File: src/rtl/pc_fetch_if.sv
// Fetch/redirect bundle between the PC fetch unit, instruction memory and the
// redirect sources (control unit / ALU).
interface pc_fetch_if #(
    parameter int WIDTH = 32
);
    logic             stall;
    logic             halt;
    logic             resume;
    logic             PCsrc;
    logic [WIDTH-1:0] ImmOp;
    logic             jalr_en;
    logic [WIDTH-1:0] jalr_target;
    logic             trap_req;
    logic             fetch_ready;
    logic [WIDTH-1:0] PC;
    logic             fetch_valid;
    logic [WIDTH-1:0] fetch_count;
    logic             misalign;
    logic [WIDTH-1:0] misalign_addr;

    modport master (
        input  stall, halt, resume, PCsrc, ImmOp, jalr_en, jalr_target,
               trap_req, fetch_ready,
        output PC, fetch_valid, fetch_count, misalign, misalign_addr
    );

    modport slave (
        output stall, halt, resume, PCsrc, ImmOp, jalr_en, jalr_target,
               trap_req, fetch_ready,
        input  PC, fetch_valid, fetch_count, misalign, misalign_addr
    );
endinterface

File: src/rtl/pc_fetch_unit.sv
// Program counter and fetch-request generator with prioritised redirects,
// stall/halt control and an accepted-fetch counter. Optional target alignment
// checking is enabled by defining PC_ALIGN_CHECK_EN.
module pc_fetch_unit #(
    parameter int               WIDTH    = 32,
    parameter logic [WIDTH-1:0] RESET_PC = {WIDTH{1'b0}},
    parameter logic [WIDTH-1:0] INC      = WIDTH'(32'd4),
    parameter logic [31:0]      TRAP_VEC = 32'h0000_0100
) (
    input  logic       clk,
    input  logic       rst,
    pc_fetch_if.master bus
);
    typedef enum logic [1:0] {
        S_BOOT = 2'd0,
        S_RUN  = 2'd1,
        S_HALT = 2'd2
    } state_e;

    localparam logic [WIDTH-1:0] TRAP_PC    = WIDTH'(TRAP_VEC);
    localparam logic [WIDTH-1:0] JALR_MASK  = {{(WIDTH-1){1'b1}}, 1'b0};
    localparam logic [WIDTH-1:0] ONE        = {{(WIDTH-1){1'b0}}, 1'b1};

    state_e           state_q, state_d;
    logic [WIDTH-1:0] pc_q, pc_d;
    logic [WIDTH-1:0] cnt_q, cnt_d;
    logic             fetch_valid_s;
    logic             accept_s;
    logic             redir_s;
    logic [WIDTH-1:0] tgt_s;

    assign accept_s = fetch_valid_s & bus.fetch_ready;

    // Redirect selection; BOOT ignores every redirect input
    always_comb begin
        redir_s = 1'b0;
        tgt_s   = pc_q;
        if (state_q == S_BOOT) begin
            redir_s = 1'b0;
        end else if (bus.trap_req) begin
            redir_s = 1'b1;
            tgt_s   = TRAP_PC;
        end else if (bus.jalr_en) begin
            redir_s = 1'b1;
            tgt_s   = bus.jalr_target & JALR_MASK;
        end else if (bus.PCsrc) begin
            redir_s = 1'b1;
            tgt_s   = pc_q + bus.ImmOp;
        end else begin
            redir_s = 1'b0;
        end
    end

`ifdef PC_ALIGN_CHECK_EN
    logic             bad_s;
    logic             mis_q, mis_d;
    logic [WIDTH-1:0] mis_addr_q, mis_addr_d;

    // Trap targets are trusted; only jalr/branch targets are checked
    assign bad_s = redir_s & ~bus.trap_req & (tgt_s[1:0] != 2'b00);
`endif

    // Next PC and fetch counter
    always_comb begin
        pc_d  = pc_q;
        cnt_d = cnt_q;
        if (redir_s) begin
`ifdef PC_ALIGN_CHECK_EN
            pc_d = bad_s ? TRAP_PC : tgt_s;
`else
            pc_d = tgt_s;
`endif
        end else if (bus.stall) begin
            pc_d = pc_q;
        end else if (accept_s) begin
            pc_d = pc_q + INC;
        end else begin
            pc_d = pc_q;
        end
        if (accept_s) begin
            cnt_d = cnt_q + ONE;
        end else begin
            cnt_d = cnt_q;
        end
    end

    // FSM next-state
    always_comb begin
        state_d = state_q;
        case (state_q)
            S_BOOT: state_d = S_RUN;
            S_RUN: begin
                if (bus.halt && !redir_s) begin
                    state_d = S_HALT;
                end else begin
                    state_d = S_RUN;
                end
            end
            S_HALT: begin
                if (bus.trap_req) begin
                    state_d = S_RUN;
                end else if (bus.resume && !bus.halt) begin
                    state_d = S_RUN;
                end else begin
                    state_d = S_HALT;
                end
            end
            default: state_d = S_BOOT;
        endcase
    end

    // FSM outputs decoded from registered state
    always_comb begin
        fetch_valid_s = 1'b0;
        case (state_q)
            S_RUN:   fetch_valid_s = 1'b1;
            default: fetch_valid_s = 1'b0;
        endcase
    end

    // State, PC and counter registers
    always_ff @(posedge clk) begin
        if (!rst) begin
            state_q <= S_BOOT;
            pc_q    <= RESET_PC;
            cnt_q   <= {WIDTH{1'b0}};
        end else begin
            state_q <= state_d;
            pc_q    <= pc_d;
            cnt_q   <= cnt_d;
        end
    end

`ifdef PC_ALIGN_CHECK_EN
    assign mis_d      = bad_s;
    assign mis_addr_d = bad_s ? tgt_s : mis_addr_q;

    // Misalignment pulse and sticky offending address
    always_ff @(posedge clk) begin
        if (!rst) begin
            mis_q      <= 1'b0;
            mis_addr_q <= {WIDTH{1'b0}};
        end else begin
            mis_q      <= mis_d;
            mis_addr_q <= mis_addr_d;
        end
    end

    assign bus.misalign      = mis_q;
    assign bus.misalign_addr = mis_addr_q;
`else
    assign bus.misalign      = 1'b0;
    assign bus.misalign_addr = {WIDTH{1'b0}};
`endif

    assign bus.PC          = pc_q;
    assign bus.fetch_valid = fetch_valid_s;
    assign bus.fetch_count = cnt_q;
endmodule

File: src/flat_wrapper.sv
// flat-port wrapper written by rule: the top's interface ports become plain ports
module pc_fetch_unit_flat 
#(
    parameter int               WIDTH    = 32,
    parameter logic [WIDTH-1:0] RESET_PC = {WIDTH{1'b0}},
    parameter logic [WIDTH-1:0] INC      = WIDTH'(32'd4),
    parameter logic [31:0]      TRAP_VEC = 32'h0000_0100
)
  (clk, rst, bus_stall, bus_halt, bus_resume, bus_PCsrc, bus_ImmOp, bus_jalr_en, bus_jalr_target, bus_trap_req, bus_fetch_ready, bus_PC, bus_fetch_valid, bus_fetch_count, bus_misalign, bus_misalign_addr);
  pc_fetch_if #(.WIDTH(WIDTH)) bus_i ();
  input  logic clk;
  input  logic rst;
  input wire logic [$bits(bus_i.stall)-1:0] bus_stall;
  input wire logic [$bits(bus_i.halt)-1:0] bus_halt;
  input wire logic [$bits(bus_i.resume)-1:0] bus_resume;
  input wire logic [$bits(bus_i.PCsrc)-1:0] bus_PCsrc;
  input wire logic [$bits(bus_i.ImmOp)-1:0] bus_ImmOp;
  input wire logic [$bits(bus_i.jalr_en)-1:0] bus_jalr_en;
  input wire logic [$bits(bus_i.jalr_target)-1:0] bus_jalr_target;
  input wire logic [$bits(bus_i.trap_req)-1:0] bus_trap_req;
  input wire logic [$bits(bus_i.fetch_ready)-1:0] bus_fetch_ready;
  output wire logic [$bits(bus_i.PC)-1:0] bus_PC;
  output wire logic [$bits(bus_i.fetch_valid)-1:0] bus_fetch_valid;
  output wire logic [$bits(bus_i.fetch_count)-1:0] bus_fetch_count;
  output wire logic [$bits(bus_i.misalign)-1:0] bus_misalign;
  output wire logic [$bits(bus_i.misalign_addr)-1:0] bus_misalign_addr;
  assign bus_i.stall = bus_stall;
  assign bus_i.halt = bus_halt;
  assign bus_i.resume = bus_resume;
  assign bus_i.PCsrc = bus_PCsrc;
  assign bus_i.ImmOp = bus_ImmOp;
  assign bus_i.jalr_en = bus_jalr_en;
  assign bus_i.jalr_target = bus_jalr_target;
  assign bus_i.trap_req = bus_trap_req;
  assign bus_i.fetch_ready = bus_fetch_ready;
  assign bus_PC = bus_i.PC;
  assign bus_fetch_valid = bus_i.fetch_valid;
  assign bus_fetch_count = bus_i.fetch_count;
  assign bus_misalign = bus_i.misalign;
  assign bus_misalign_addr = bus_i.misalign_addr;
  pc_fetch_unit #(.WIDTH(WIDTH), .RESET_PC(RESET_PC), .INC(INC), .TRAP_VEC(TRAP_VEC)) u_core (.clk(clk), .rst(rst), .bus(bus_i));
endmodule
File: config.mk
export PLATFORM = sky130hd
export DESIGN_NAME = pc_fetch_unit_flat
export DESIGN_NICKNAME = d
export VERILOG_FILES = /design/src/rtl/pc_fetch_if.sv /design/src/rtl/pc_fetch_unit.sv /design/src/flat_wrapper.sv
export SDC_FILE = /design/constraint.sdc
export NUM_CORES = 1
export LEC_CHECK = 0
export CORE_MARGIN = 3
export CORE_UTILIZATION = 30
export CTS_BUF_LIST = sky130_fd_sc_hd__clkbuf_4 sky130_fd_sc_hd__clkbuf_8
export DETAILED_ROUTE_END_ITERATION = 7
export PLACE_DENSITY = 0.51
export SLEW_MARGIN = 5
export SYNTH_ARGS = -nofsm -noshare
export SYNTH_HDL_FRONTEND = slang
export SYNTH_SLANG_ARGS = --single-unit
File: constraint.sdc
create_clock -name clk -period 3.7 [get_ports clk]
set_input_delay 1.11 -clock clk [delete_from_list [all_inputs] [get_ports clk]]
set_output_delay 1.11 -clock clk [all_outputs]
set_load 0.01 [all_outputs]
== Word level (Yosys, flattened, before mapping) ==
Index checks and enable logic that the tools add are counted.
Cells by class
  $add $sub $neg: 3
  equal/unequal tests: 5
  mux-type cells: 16
  bitwise operators: 1
  reduce and logical (&&, ||, !) cells: 7
Operators with widths (count)
  32-bit two-way mux: 7
  32-bit by 1-bit adder with 32-bit output (second input constant): 1
  32-bit by 3-bit adder with 32-bit output (second input constant): 1
  32-bit adder: 1
  2-bit two-way mux: 3
  2-bit one-hot mux with 3 select lines: 1
  1-bit two-way mux: 5
  4-bit inequality test (second input constant): 1
  4-bit AND reduction: 1
  2-bit by 1-bit == test with 1-bit output (second input constant): 1
  2-bit == test (second input constant): 1
  1-bit logical AND: 2
  1-bit zero test: 2
  2-bit zero test: 1
  2-bit by 1-bit inequality test with 1-bit output (second input constant): 1
  2-bit inequality test (second input constant): 1
  2-bit nonzero test: 1
  1-bit AND: 1
Storage, ports and cells
  flip-flop bits (word level): 66
  logic and storage cells: 35

== Longest topological paths before layout ==
  word-level depth: 8
  depth in mapped cells: 10

== Worst setup path before layout ==
Ideal clock, no wire load.
  path type: input -> register
  from: in bus_ImmOp[0]
  to: reg u_core.pc_q[16] (netlist: u_core.bus.PC[16])
  setup time: 0.131 ns
  arrival: 3.159 ns
  required time: 3.569 ns
  setup slack: 0.410 ns
  stages on the path: 10
  buffers on the path: 0
  path through: ha_1 > fa_1 > a21oi_1 > o211ai_1 > a221oi_2 > o21ai_2 > a31oi_1 > xnor2_1 > a222oi_1 > a21oi_1
Between the ends
  cells in the longest elaborated chain, start to end: 6
Ends and longest elaborated chain
  start, declared: RTL line flat_wrapper.sv:17  | input wire logic [$bits(bus_i.ImmOp)-1:0] bus_ImmOp;
  32-bit adder: RTL line pc_fetch_unit.sv:48  | tgt_s = pc_q + bus.ImmOp;
  32-bit two-way mux: RTL line pc_fetch_unit.sv:46  | end else if (bus.PCsrc) begin
  32-bit two-way mux: RTL line pc_fetch_unit.sv:43  | end else if (bus.jalr_en) begin
  32-bit two-way mux: RTL line pc_fetch_unit.sv:40  | end else if (bus.trap_req) begin
  32-bit two-way mux: RTL line pc_fetch_unit.sv:38  | if (state_q == S_BOOT) begin
  32-bit two-way mux: RTL line pc_fetch_unit.sv:67  | if (redir_s) begin
  end signal, assigned: RTL line pc_fetch_unit.sv:129  | pc_q <= pc_d;
  end, declared: RTL line pc_fetch_unit.sv:25  | logic [WIDTH-1:0] pc_q, pc_d;
Every way passes these cells. The select of a mux whose other input is x is not followed.
A chain may end at the register's enable or synchronous reset.

== Worst setup path in the final report ==
Same ends and word-level chain as after synthesis.

==> impl_metrics.csv <==
group,metric,value,unit
sta,fin_worst_skew,8.65,ps
finish,final_cell_mix,"136 x clkdlybuf4s50_1, 73 x nand2_1, 66 x dfxtp_1",
sta,hold_slack,486,ps
floorplan,pin_count,171,
placement,io_buffers,136,
sta,totalNegativeSetupSlack,0,ps
clocking,cts_tree,"done",
sta,finalSetupViolations,0,
logic_synthesis,netlist_area,5610,um^2
grt,grt_start_max_net_pins,38,
clocking,cts.htree.levels,3,
grt,antenna_found_initial,0,
floorplan,core-area,18100,um^2
detailed_routing,drt_iter0_markers,290,
logic_synthesis,synthFlopType,"dfxtp_1",
detailed_routing,drc,0,
critical_path,endpoint,"u_core.bus.PC[16]",
sta,rsz0062_at_grt,"no",
grt,gr-usage-all-layers,18.1,%
flow_run,drv_cap,0,
floorplan,die_area,20400,um^2
logic_synthesis,netlist_instances,741,
sta,min_period_over_period,95.7,%
finish,fin_cells,1133,
detailed_routing,routed_wl,18700,um
detailed_routing,vias,5852,
grt,grt_pass1_vias,5639,
sta,fin_crit,3540,ps
clocking,clkLatencyLatePin,350,ps
logic_synthesis,synth_cell_type_count,77,
clocking,ctsHoldBuffers,0,
power_and_ir_drop,powerDensity,305,nW/um^2
sta,drv_slew,0,
hold_path,hold_start,"u_core.bus.PC[0]",
finish,antenna_cells,0,
clocking,post_cts_buffers,0,
hold_path,hold_class,"reg -> reg",
critical_path,path_class,"in -> reg",
floorplan,initial_core_util,30.9,%
critical_path,crit_start,"bus_ImmOp[0]",
logic_synthesis,synth_warnings,0,
critical_path,critPathCaptureType,"flop",
clocking,clk_pin_slew,80,ps
logic_synthesis,ys_ff_latch,66,
critical_path,rr_startpoint,"u_core.bus.PC[0]",
logic_synthesis,synth_edf_count,0,
outcome,status,"finished, final reports clean",
floorplan,core.rowCount,49,
clocking,clock_sinks,66,
floorplan,die_x,143,um
grt,grt_overflow,0,
critical_path,r2r-end,"u_core.bus.PC[16]",
sta,fmax,0.282,GHz
detailed_routing,routedWlPerCell,16.5,um
placement,hpwlAfterDp,14600,um
sta,finalHoldViolations,0,
clocking,clockBufferDepth,2,
placement,numPlacedInstances,1117,
floorplan,dieHeight,143,um
critical_path,required,3940,ps
logic_synthesis,ys_seq_area_share,23.6,%
logic_synthesis,synth-async-reset-ratio,0,%
finish,syn2layout_area_growth,34.7,%
critical_path,cp_max_fo,3,
grt,grt_pass1_wl,29700,um
detailed_routing,dr.pass1.iters,5,
finish,layout-drive-gt1-share,9.73,%
finish,fin_nets,1006,
sta,setup_ws,159,ps
power_and_ir_drop,vdd_drop_max,0.148,mV
clocking,numCtsBuffers,9,
critical_path,worstRegToRegCells,10,
clocking,ctsRootBufferMaster,"clkbuf_8",
sta,worst_pin_slew,591,ps
power_and_ir_drop,p_leak,3.01,nW
critical_path,rrSetupSlack,1000,ps
logic_synthesis,avgSynthCellArea,7.57,um^2
placement,place_congestion,0.900,
detailed_routing,viasPerCell,5.17,
finish,final_common_cell,"clkdlybuf4s50_1",
critical_path,worstSetupStartpointType,"primary input",
placement,post-place-ws,-268,ps
detailed_routing,antenna_left,0,
critical_path,crit_arrival,3780,ps
sta,slew_headroom,60.5,%
-- cells by family (layout without fill, tap and decap cells) --
group | Yosys count | count (layout) | share of synthesized area (%)
other | 1 | 33 | 0.0669
adders and majority gates | 34 | 34 | 7.72
buffers and inverters | 89 | 220 | 9.35
and+or+nand+nor | 258 | 258 | 22.8
xor gates and xnor gates | 59 | 59 | 9.21
muxes | 3 | 3 | 0.535
DFF | 66 | 66 | 23.6
AOI/OAI and AO/OA | 231 | 231 | 26.8
-- power by group --
| group | internal (mW) | switching, mW | total (mW) |
|---|---|---|---|
| clock network | 0.516 | 0.310 | 0.826 |
| registers | 0.736 | 0.0499 | 0.786 |
| logic | 0.326 | 0.362 | 0.688 |
| total | 1.58 | 0.722 | 2.30 |
-- critical path: stages --
cell and delay (ps):
clkdlybuf4s50_1 420, ha_1 230, fa_1 420, a21oi_2 190, o211ai_1 200, a221oi_2 380
o21ai_2 120, a31oi_1 180, xnor2_1 110, a222oi_1 310, a21oi_1 110
-- cell usage after synthesis, drive strengths merged (7+ instances only) --
cell type | n | share of area [%]
dfxtp | 66 | 24
nand2 | 73 | 4.9
nor3 | 14 | 1.5
ha | 33 | 7.4
a31oi | 20 | 2.2
and3 | 19 | 2.1
a21oi | 64 | 5.9
o21bai | 8 | 1.1
nor2 | 64 | 4.4
o211ai | 7 | 0.94
xnor2 | 24 | 3.7
a21o | 12 | 1.7
nand3 | 29 | 2.6
xor2 | 35 | 5.5
buf | 48 | 6.6
inv | 21 | 1.4
or3 | 10 | 1.1
nand4 | 19 | 2.3
o21ai | 61 | 5.6
a211oi | 7 | 1.2
clkbuf | 20 | 1.4
-- per-stage QoR --
step | util, % | power (mW) | instance area [um^2]
4_1_cts | 41.6 | 2.32 | 7550
2_1_floorplan | - | 1.23 | 5730
6_report | 41.6 | 2.30 | 7550
5_1_grt | 41.6 | 2.43 | 7550
3_3_place_gp | 40.1 | 1.49 | 7280
3_5_place_dp | 40.1 | 1.49 | 7280
-- sequential cells by signal, summed over array words and instances (netlist names) --
name and count:
u_core.bus.PC 32, u_core.state_q 2, u_core.bus.fetch_count 32
-- repair_timing --
item | CTS | global route
setup endpoints to repair | 0 | 5
resized for setup | 0 | 1
endpoints found under the hold margin | 0 | 0
-- metal layers --
| layer | part of all wire, % | global-route usage [%] |
|---|---|---|
| met1 | 48 | 25.1 |
| met2 | 45 | 29.3 |
| met3 | 5.1 | 3.62 |
| met4 | 1.6 | 3.50 |
| met5 | 0 | 0 |
-- worst min path at each step --
stage	slack (ps)	cells past startpoint	endpoint
6_report	490	2	u_core.bus.PC[0]
5_1_grt	520	2	u_core.bus.PC[0]
4_1_cts	490	2	u_core.bus.PC[0]
3_5_place_dp	470	2	u_core.bus.PC[0]
3_3_place_gp	470	2	u_core.bus.PC[0]
2_1_floorplan	490	2	u_core.bus.PC[0]
-- area by class of cell --
cell class / instances / area (um^2)
clock buffer: 9 / 124
clock inverter: 7 / 141
fill: 1892 / 10600
inverter: 21 / 78.8
multi-input combinational: 618 / 3890
sequential: 66 / 1320
tap: 229 / 287
timing repair buffer: 183 / 1710
No activity file was read; power rests on OpenSTA's default activity.
